--- src/rtl/weight_fetch.sv ---
// weight_fetch: walks the layer-1 weight ROM and streams each word to the PE array via a prefetch FIFO.
// Optional feature: define WFETCH_CHKSUM_EN to build the running signed weight checksum on chksum.
module weight_fetch #(
  parameter int unsigned     ADDR_WIDTH   = 32,
  parameter int unsigned     DATA_WIDTH   = 256,
  parameter int unsigned     WEIGHT_WIDTH = 16,
  parameter int unsigned     NUM_WORDS    = 28,
  parameter longint unsigned BASE_ADDR    = 0,
  parameter longint unsigned ADDR_STRIDE  = 16,
  parameter int unsigned     IDX_WIDTH    = 5,
  parameter int unsigned     FIFO_DEPTH   = 4
) (
  input  logic                  clk,
  input  logic                  rst_n,
  input  logic                  start,
  output logic                  busy,
  output logic                  done,
  output logic [ADDR_WIDTH-1:0] lut_addr,
  input  logic [DATA_WIDTH-1:0] lut_data,
  output logic                  w_valid,
  input  logic                  w_ready,
  output logic [DATA_WIDTH-1:0] w_data,
  output logic [IDX_WIDTH-1:0]  w_idx,
  output logic                  w_last,
  output logic [31:0]           chksum
);

  localparam int unsigned PTR_W = (FIFO_DEPTH > 1) ? $clog2(FIFO_DEPTH) : 1;
  localparam int unsigned CNT_W = $clog2(FIFO_DEPTH + 1);
  localparam logic [IDX_WIDTH:0]    WORDS_C  = (IDX_WIDTH + 1)'(NUM_WORDS);
  localparam logic [IDX_WIDTH-1:0]  LAST_IDX = IDX_WIDTH'(NUM_WORDS - 1);
  localparam logic [CNT_W:0]        DEPTH_C  = (CNT_W + 1)'(FIFO_DEPTH);
  localparam logic [PTR_W-1:0]      PTR_MAX  = PTR_W'(FIFO_DEPTH - 1);
  localparam logic [ADDR_WIDTH-1:0] BASE_C   = ADDR_WIDTH'(BASE_ADDR);
  localparam logic [ADDR_WIDTH-1:0] STRIDE_C = ADDR_WIDTH'(ADDR_STRIDE);

  if (FIFO_DEPTH < 3) begin : g_bad_depth
    $error("weight_fetch: FIFO_DEPTH must be at least 3");
  end
  if ((1 << IDX_WIDTH) < NUM_WORDS) begin : g_bad_idx
    $error("weight_fetch: IDX_WIDTH too narrow for NUM_WORDS");
  end
  if ((DATA_WIDTH % WEIGHT_WIDTH) != 0) begin : g_bad_lanes
    $error("weight_fetch: DATA_WIDTH must be a multiple of WEIGHT_WIDTH");
  end

  typedef enum logic [1:0] {
    IDLE = 2'd0,
    RUN  = 2'd1,
    DONE = 2'd2
  } state_t;

  state_t                  state;
  state_t                  state_next;

  logic                    accept;
  logic                    issue;
  logic                    push;
  logic                    pop;

  logic [IDX_WIDTH:0]      issued;
  logic [ADDR_WIDTH-1:0]   next_addr;
  logic [1:0]              pipe_vld;
  logic [IDX_WIDTH-1:0]    pipe_tag [2];
  logic [1:0]              inflight;
  logic [CNT_W:0]          occupancy;

  logic [DATA_WIDTH-1:0]   fifo_data [FIFO_DEPTH];
  logic [IDX_WIDTH-1:0]    fifo_idx  [FIFO_DEPTH];
  logic [PTR_W-1:0]        rd_ptr;
  logic [PTR_W-1:0]        wr_ptr;
  logic [CNT_W-1:0]        fifo_count;

  function automatic logic [PTR_W-1:0] ptr_inc(input logic [PTR_W-1:0] p);
    return (p == PTR_MAX) ? '0 : p + 1'b1;
  endfunction

  assign accept    = (state == IDLE) && start;
  assign inflight  = {1'b0, pipe_vld[0]} + {1'b0, pipe_vld[1]};
  assign occupancy = {1'b0, fifo_count} + {{(CNT_W - 1){1'b0}}, inflight};
  // Words still in the ROM pipe count against FIFO space so a push can never overflow.
  assign issue     = (state == RUN) && (issued < WORDS_C) && (occupancy < DEPTH_C);
  assign push      = pipe_vld[1];
  assign pop       = w_valid && w_ready;

  assign w_valid = (fifo_count != '0);
  assign w_data  = fifo_data[rd_ptr];
  assign w_idx   = fifo_idx[rd_ptr];
  assign w_last  = w_valid && (w_idx == LAST_IDX);

  always_ff @(posedge clk or negedge rst_n) begin
    if (!rst_n) begin
      state <= IDLE;
    end else begin
      state <= state_next;
    end
  end

  always_comb begin
    state_next = state;
    busy       = 1'b0;
    done       = 1'b0;
    case (state)
      IDLE: begin
        if (start) begin
          state_next = RUN;
        end
      end
      RUN: begin
        busy = 1'b1;
        if (pop && w_last) begin
          state_next = DONE;
        end
      end
      DONE: begin
        busy       = 1'b1;
        done       = 1'b1;
        state_next = IDLE;
      end
      default: state_next = IDLE;
    endcase
  end

  // The ROM answers one edge after it samples lut_addr, so each tag rides two stages before its data is captured.
  always_ff @(posedge clk or negedge rst_n) begin
    if (!rst_n) begin
      issued      <= '0;
      next_addr   <= BASE_C;
      lut_addr    <= '0;
      pipe_vld    <= '0;
      pipe_tag[0] <= '0;
      pipe_tag[1] <= '0;
    end else if (accept) begin
      issued    <= '0;
      next_addr <= BASE_C;
      pipe_vld  <= '0;
    end else begin
      pipe_vld    <= {pipe_vld[0], issue};
      pipe_tag[1] <= pipe_tag[0];
      if (issue) begin
        pipe_tag[0] <= issued[IDX_WIDTH-1:0];
        lut_addr    <= next_addr;
        next_addr   <= next_addr + STRIDE_C;
        issued      <= issued + 1'b1;
      end
    end
  end

  always_ff @(posedge clk or negedge rst_n) begin
    if (!rst_n) begin
      rd_ptr     <= '0;
      wr_ptr     <= '0;
      fifo_count <= '0;
      for (int i = 0; i < FIFO_DEPTH; i++) begin
        fifo_data[i] <= '0;
        fifo_idx[i]  <= '0;
      end
    end else if (accept) begin
      rd_ptr     <= '0;
      wr_ptr     <= '0;
      fifo_count <= '0;
    end else begin
      if (push) begin
        fifo_data[wr_ptr] <= lut_data;
        fifo_idx[wr_ptr]  <= pipe_tag[1];
        wr_ptr            <= ptr_inc(wr_ptr);
      end
      if (pop) begin
        rd_ptr <= ptr_inc(rd_ptr);
      end
      case ({push, pop})
        2'b10:   fifo_count <= fifo_count + 1'b1;
        2'b01:   fifo_count <= fifo_count - 1'b1;
        default: fifo_count <= fifo_count;
      endcase
    end
  end

`ifdef WFETCH_CHKSUM_EN
  localparam int unsigned LANES = DATA_WIDTH / WEIGHT_WIDTH;

  logic [31:0]             lane_sum;
  logic [WEIGHT_WIDTH-1:0] lane;

  always_comb begin
    lane_sum = '0;
    lane     = '0;
    for (int j = 0; j < LANES; j++) begin
      lane     = w_data[DATA_WIDTH-1-WEIGHT_WIDTH*j -: WEIGHT_WIDTH];
      lane_sum = lane_sum + {{(32 - WEIGHT_WIDTH){lane[WEIGHT_WIDTH-1]}}, lane};
    end
  end

  always_ff @(posedge clk or negedge rst_n) begin
    if (!rst_n) begin
      chksum <= '0;
    end else if (accept) begin
      chksum <= '0;
    end else if (pop) begin
      chksum <= chksum + lane_sum;
    end
  end
`else
  assign chksum = '0;
`endif

endmodule

--- config.mk ---
export PLATFORM = sky130hd
export DESIGN_NAME = weight_fetch
export DESIGN_NICKNAME = d
export VERILOG_FILES = /design/src/rtl/weight_fetch.sv
export SDC_FILE = /design/constraint.sdc
export NUM_CORES = 1
export LEC_CHECK = 0
export ABC_AREA = 1
export BUFFER_PORTS_ARGS = -buffer_cell sky130_fd_sc_hd__buf_2
export CAP_MARGIN = 40
export CELL_PAD_IN_SITES_DETAIL_PLACEMENT = 0
export CELL_PAD_IN_SITES_GLOBAL_PLACEMENT = 2
export CORE_UTILIZATION = 36
export DETAILED_ROUTE_END_ITERATION = 10
export PLACE_DENSITY = 0.8
export SLEW_MARGIN = 0
export SYNTH_ARGS = -nofsm -noshare
export SYNTH_HDL_FRONTEND = slang
export SYNTH_SLANG_ARGS = --single-unit
--- constraint.sdc ---
create_clock -name clk -period 1.9 [get_ports clk]
set_input_delay 0.38 -clock clk [delete_from_list [all_inputs] [get_ports clk]]
set_output_delay 0.38 -clock clk [all_outputs]
set_load 0.005 [all_outputs]
==> reports/qor.yml, run 1 <==
floorplanning:
  dieArea_um2: 141000
  die_w_um: 375
  fp.dieH_um: 375
  num_io_pins: 589
  initial_utilization: 0.364
  core_um2: 138000
  rows: 136
yosys:
  synth_ff_type: "dfrtp_1"
  synthMuxAreaShare: 0.233
  synth_cell_types: 39
  ys_top_cells_by_area: "dfrtp_1 (56%), mux2_2 (17%), mux2_1 (5.9%), o21ai_0 (5.4%), nor2_1 (4.2%)"
  yosys.area.top_type: "dfrtp_1"
  synth_top_family_by_area: "multiplexers"
  synthesis.area_um2: 50100
  synthXorXnorAreaFrac: 0.00122
  ys_seq_elements: 1127
  async_reset_ff_frac: 1.00
  synth_warnings: 0
  ys_seq_area_frac: 0.562
  synth_top_area_frac: 0.562
  synth.avg_cell_area_um2: 11.8
  syn_inst: 4260
  synthAdderAreaFrac: 0.00364
  synthSimpleGateAreaFrac: 0.0638
  synth_edf_count: 0
  synth_compound_area_frac: 0.0918
critical_path:
  max_stage_delay_ps: 550
  cp.arrival_ps: 2440
  reg2reg_to: "fifo_data[894]"
  reg2regPathDepth: 8
  crit_required_ps: 1520
  endpoint_kind: "primary output"
  critPathLaunchType: "flop"
  reg2reg_setup_slack_ps: -90
  regToRegStartpoint: "state[0]"
  path_cells: "clkinv_8 -> buf_4 -> buf_12 -> o21ai_0 -> o22ai_1 -> buf_2"
  slowest_stage: "dfrtp_4"
  path_class: "reg -> out"
  worstPathBufferInverterCount: 4
  crit_family: "buffers and inverters"
  path_max_fanout: 32
cts:
  worstSkewPairLatency_ps: 770
  cts_tree: "done"
  cts_htree_levels: 4
  root_buffer: "clkbuf_16"
  clk_pin_slew_ps: 50
  cts.sinks: 1127
  cts-buffers-inserted: 131
  clockBufferDepth: 3
detailed_routing:
  drt-wirelength-per-cell_um: 20.6
  drc: 0
  via_count: 36654
  dr.pass1.iters: 5
  ant_nets: 0
  wl_um: 147000
  vias_per_cell: 5.13
  first_iter_violations: 1841
hold_path:
  min-delay-start: "w_ready"
  hp-class: "in -> reg"
  hold-path-endpoint: "rd_ptr[1]"
  holdPathStages: 5
sta:
  rsz0062_at_grt: "yes"
  setup_slack_ps: -917
  finClkSkew_ps: 41.1
  finalMaxSlewViolations: 0
  setup_tns_ps: -236650
  period_needed_ps: 2820
  fin_crit_sh: 1.48
  fmax_ghz: 0.355
  setup_viol: 1147
  fin_hold_ws_ps: 112
  hold_viol_final: 0
placement:
  placed_cell_area_um2: 57200
  dpl.hpwl_um: 96100
  dp_worst_setup_slack_ps: -289
  portBuffers: 552
  globalplace.congestion: 0.806
final_layout:
  layout.nets: 5515
  fin_area_um2: 65600
  drive_gt1_frac: 0.371
  area_delta_synth_final_pct: 30.9
grt:
  grt_usage: 0.200
  grt_pass1_wl_um: 222000
  antenna_found_initial: 15
  grt_max_degree: 76
  grt_pass1_vias: 37752
  grt-ovfl-total: 0
power_and_ir_drop:
  ir_drop_mv: 0.959
  leakagePower_uw: 0.0308
  power_density_nw_per_um2: 1670
status:
  violations: "negative setup slack"
  status: "complete, but fails checks"
run:
  cap_violations: 0
where the power goes:
part | switching (uW) | total, uW | internal, uW
Sequential | 4900 | 39000 | 34100
Clock | 10400 | 25200 | 14800
Combinational | 22800 | 45200 | 22400
Total | 38200 | 109000 | 71200
layout make-up:
cell class              instances  area [um^2]
multi-input cells            2752        20300
clock buffers                 186         3740
repair buffers               1150        10200
fillers                     12497        72200
inverters                      78          320
diodes                          7         17.5
flip-flops and latches       1127        28200
clock inverters                46          584
repair inverters                1         11.3
well taps                    1794         2240
sequential cells by signal, indices dropped and copies added, names as in the netlist:
| name | cells |
|---|---|
| fifo_count | 3 |
| fifo_data | 1024 |
| fifo_idx | 20 |
| issued | 6 |
| lut_addr | 28 |
| next_addr | 28 |
| pipe_tag | 10 |
| pipe_vld | 2 |
| rd_ptr | 2 |
| state | 2 |
| wr_ptr | 2 |
worst register-to-register path: cells and delay by family, from the launching register on:
kind | cells | cell delay, ps
buf+inv | 3 | 500
simple gates | 3 | 420
mux | 1 | 380
flops | 1 | 340
fa+ha+maj | 1 | 210
cells by family (layout without fill, tap and decap cells):
kind of cell / count (synthesis) / in the layout
adder cells (fa/ha/maj): 14 / 14
AND/OR/NAND/NOR: 808 / 808
other: 1 / 43
buffers and inverters: 416 / 1461
flip-flops: 1127 / 1127
XOR/XNOR: 7 / 7
AO/OA/AOI/OAI: 851 / 851
multiplexers: 1036 / 1036
what timing repair did:
action | 4_1_cts | 5_1_grt
setup endpoints to repair | 1280 | 1343
resized for setup | 58 | 230
setup buffers | 4 | 23
endpoints found under the hold margin | 1961 | 0
hold buffers | 258 | 0
cloned | 2 | 21
pin swaps | 3 | 23
metrics by stage:
step / instances / total power, uW / utilization
5_1_grt: 7141 / 116000 / 0.476
4_1_cts: 7092 / 107000 / 0.467
6_report: 7141 / 109000 / 0.476
3_5_place_dp: 6596 / 80400 / 0.415
3_3_place_gp: 6596 / 79500 / 0.415
2_1_floorplan: 4295 / 61000 / -
per-layer routing:
metal / up-vias / GRT usage / routed length [um]
li1: 16940 / - / -
met1: 18738 / 0.261 / 64600
met2: 719 / 0.328 / 71100
met3: 243 / 0.0433 / 6700
met4: 14 / 0.0710 / 4620
met5: - / 0 / 87
cell usage in the layout, fill, tap and decap left out, types with 37 or more instances in the layout:
cell	count
buf_12	127
clkbuf_16	149
o22ai_1	231
nand3_1	37
inv_1	73
mux2_1	264
buf_2	541
nand2_1	170
nor2_1	534
dlygate4sd3_1	258
o21ai_1	115
o21ai_0	423
buf_4	168
dfrtp_1	1125
mux2_2	772
worst max-delay path by stage:
| stage | slack, ps | cells past startpoint | from | end |
|---|---|---|---|---|
| 2_1_floorplan | 40 | 9 | state[0] | fifo_data[445] |
| 3_3_place_gp | -290 | 6 | rd_ptr[0] | w_data[107] |
| 3_5_place_dp | -290 | 6 | rd_ptr[0] | w_data[107] |
| 4_1_cts | -990 | 6 | rd_ptr[0] | w_data[162] |
| 5_1_grt | -990 | 6 | rd_ptr[0] | w_data[14] |
| 6_report | -920 | 6 | rd_ptr[0] | w_data[14] |
synthesized netlist by cell type (6+ instances only):
cell / instances
nand4_1: 9
o21ai_1: 35
buf_6: 32
a21oi_1: 9
o21ai_0: 541
dfrtp_1: 1127
clkbuf_1: 133
mux2_2: 772
nand2_1: 171
nand3_1: 37
buf_2: 85
mux2_1: 264
ha_1: 13
inv_1: 74
nor2_1: 560
o22ai_1: 261
xor2_1: 6
buf_4: 85
nor3_1: 15
Note: power is estimated with default switching activity, not from simulation.
==> run 2, diff against run 1 <==
- RECOVER_POWER: not set -> 50
==> run 2 against run 1 <==
Combinational power hardly changed. The run still ends with negative setup slack left. Power about the same. Highest routed layer unchanged. Clock power about the same. Final area decreased by 0.26%. First-iteration DRC count grew 0.76%. Register-to-register slack hardly changed. Worst hold slack lost 1.7 ps. Die area did not move.
==> reports/qor.yml, run 2 (synthesis results as in run 1) <==
sta:
  hold_viol_final: 0  # unchanged
  fmax_ghz: 0.356  # +0.30%
  fin_crit_sh: 1.48  # -0.00443
  finalMaxSlewViolations: 0  # unchanged
  period_needed_ps: 2810  # -8.42 ps
  worstMarginPinSlew_ps: 1080
  finClkSkew_ps: 41.1  # +0.0411 ps
  maxSlewHeadroom: 0.280
  rsz0062_at_grt: "yes"
  setup_slack_ps: -908  # +8.42 ps
  setup_tns_ps: -233190  # +3460 ps
  setup_viol: 1135  # -1.0%
critical_path:
  reg2reg_to: "fifo_data[894]"
  endpoint_kind: "primary output"
  worstPathBufferInverterCount: 4  # unchanged
  critPathLaunchType: "flop"
  worstSetupEndpoint: "w_data[14]"
  crit_required_ps: 1520  # about the same
  reg2reg_setup_slack_ps: -90  # about the same
  path_cells: "clkinv_8 -> buf_4 -> buf_12 -> o21ai_0 -> o22ai_1 -> buf_2"
  path_max_fanout: 32  # unchanged
  slowest_stage: "dfrtp_4"
  path_class: "reg -> out"
  reg2regPathDepth: 8  # unchanged
  cp.arrival_ps: 2430  # about the same
  regToRegStartpoint: "state[0]"
  cp-startpoint: "rd_ptr[0]"
  crit_family: "buffers and inverters"
  path_depth: 6  # unchanged
  max_stage_delay_ps: 550  # about the same
detailed_routing:
  vias_per_cell: 5.13  # about the same
  drc: 0  # unchanged
  top_layer: "met5"
  met2_length_um: 70900  # -0.19%
  wirelength_met1_um: 64500  # -0.27%
  drt-wirelength-per-cell_um: 20.6  # about the same
  wl_um: 147000  # about the same
  via_count: 36621  # -0.090%
  first_iter_violations: 1855  # +0.76%
  dr.pass1.iters: 5  # unchanged
  ant_nets: 0  # unchanged
  wl_met3_um: 6900  # +3.0%
placement:
  portBuffers: 552  # unchanged
  dp_worst_setup_slack_ps: -289  # unchanged
  globalplace.congestion: 0.806  # unchanged
  dpl.hpwl_um: 96100  # unchanged
floorplanning:
  initial_utilization: 0.364  # unchanged
  die_w_um: 375  # unchanged
  core_um2: 138000  # unchanged
  fp.dieH_um: 375  # unchanged
  rows: 136  # unchanged
  dieArea_um2: 141000  # unchanged
  num_io_pins: 589  # unchanged
hold_path:
  hp-class: "in -> reg"
final_layout:
  area_delta_synth_final_pct: 30.5
  drive_gt1_frac: 0.370  # -0.000749
  reg.largest.list: "fifo_data x1024, lut_addr x28, next_addr x28"
  layout_common_cells: "dfrtp_1 (1125), mux2_2 (772), buf_2 (544)"
  fillers: 12527  # +0.24%
  layout.nets: 5515  # unchanged
  final_common_cell: "dfrtp_1"
  final_util: 0.475  # -0.00123
  regMostFlops: "fifo_data"
  largest_reg_flops: 1024  # unchanged
run:
  cap_violations: 0  # unchanged
power_and_ir_drop:
  seqPwrFrac: 0.356  # about the same
  switching_share: 0.349  # about the same
  power_density_nw_per_um2: 1670  # +0.20%
  p_comb_frac: 0.413  # about the same
  clkPwrFrac: 0.231  # about the same
  ir_drop_mv: 0.959  # about the same
  p_int_uw: 71200  # about the same
  netSwitchingPower_uw: 38200  # about the same
  leakagePower_uw: 0.0307  # -0.23%
cts:
  worstSkewPairLatency_ps: 770  # about the same
  clockBufferDepth: 3  # unchanged
  clk_pin_slew_ps: 50  # about the same
  root_buffer: "clkbuf_16"
  cts-buffers-inserted: 131  # unchanged
  cts_tree: "done"
  cts_htree_levels: 4  # unchanged
  cts.sinks: 1127  # unchanged
grt:
  antenna_found_initial: 15  # unchanged
  grt_pass1_vias: 37752  # unchanged
  grt-ovfl-total: 0  # unchanged
  grt_pass1_wl_um: 222000  # unchanged
  grt_usage: 0.200  # unchanged
  grt_max_degree: 76  # unchanged
status:
  violations: "negative setup slack"
  status: "complete, but fails checks"
run 2: cell count changes in the layout (fill, tap and decap cells not counted), sizes merged:
cell,before,now
buf,874,856
clkbuf,203,221
run 2: final cells by class:
class	instances	area (um^2)	area share
Timing Repair Buffer	1150	10000	0.153
Inverter	78	320	0.00489
Clock inverter	46	584	0.00893
Clock buffer	186	3740	0.0571
Antenna cell	7	17.5	0.000268
Sequential cell	1127	28200	0.431
Tap cell	1794	2240	0.0343
Timing Repair inverter	1	11.3	0.000172
Multi-Input combinational cell	2752	20300	0.310
run 2: through the flow:
stage          hold WS [ps]  area (um^2)  total power, uW  std cells
2_1_floorplan          84.4        50300            61000       4295
3_5_place_dp            437        57200            80400       6596
3_3_place_gp            433        57200            79500       6596
6_report                111        65500           109000       7141
5_1_grt                92.5        65500           116000       7141
4_1_cts                27.6        64300           107000       7092
run 2: what timing repair did:
item / 4_1_cts / 5_1_grt
hold endpoints to repair: 1961 / 0
setup endpoints to repair: 1280 / 1343
hold buffers: 258 / 0
cloned: 2 / 21
buffers inserted: 4 / 23
resized for setup: 58 / 230
pin swaps: 3 / 23
run 2: worst min path at each step:
stage                        from       endpoint  slack, ps  cells after the start
after floorplan             rst_n  fifo_count[0]         80                      0
after global placement      rst_n  next_addr[25]        430                      2
after global routing      w_ready      rd_ptr[1]         90                      5
final                     w_ready      rd_ptr[1]        110                      5
after detailed placement    rst_n  next_addr[26]        440                      2
after CTS                 w_ready      rd_ptr[1]         30                      5
run 2: worst register-to-register path: stages, from the launching register on:
cell and delay [ps]:
dfrtp_1 340, inv_1 60, ha_1 210, nand2_2 120
nand2_4 120, nor2_4 180, buf_12 200, buf_12 240
mux2_1 380
run 2: layer usage:
metal	track usage	vias up
met5	0	-
met4	0.0710	14
met3	0.0433	246
met2	0.328	753
met1	0.261	18663
li1	-	16945
run 2: power groups by stage:
stage | combinational [uW] | sequential [uW] | clock (uW)
final | 45200 | 39000 | 25200
after global placement | 40800 | 38700 | 0
after floorplan | 23300 | 37600 | 0
after detailed placement | 41300 | 39100 | 0
after CTS | 42500 | 38800 | 26000
after global routing | 48800 | 40300 | 26900
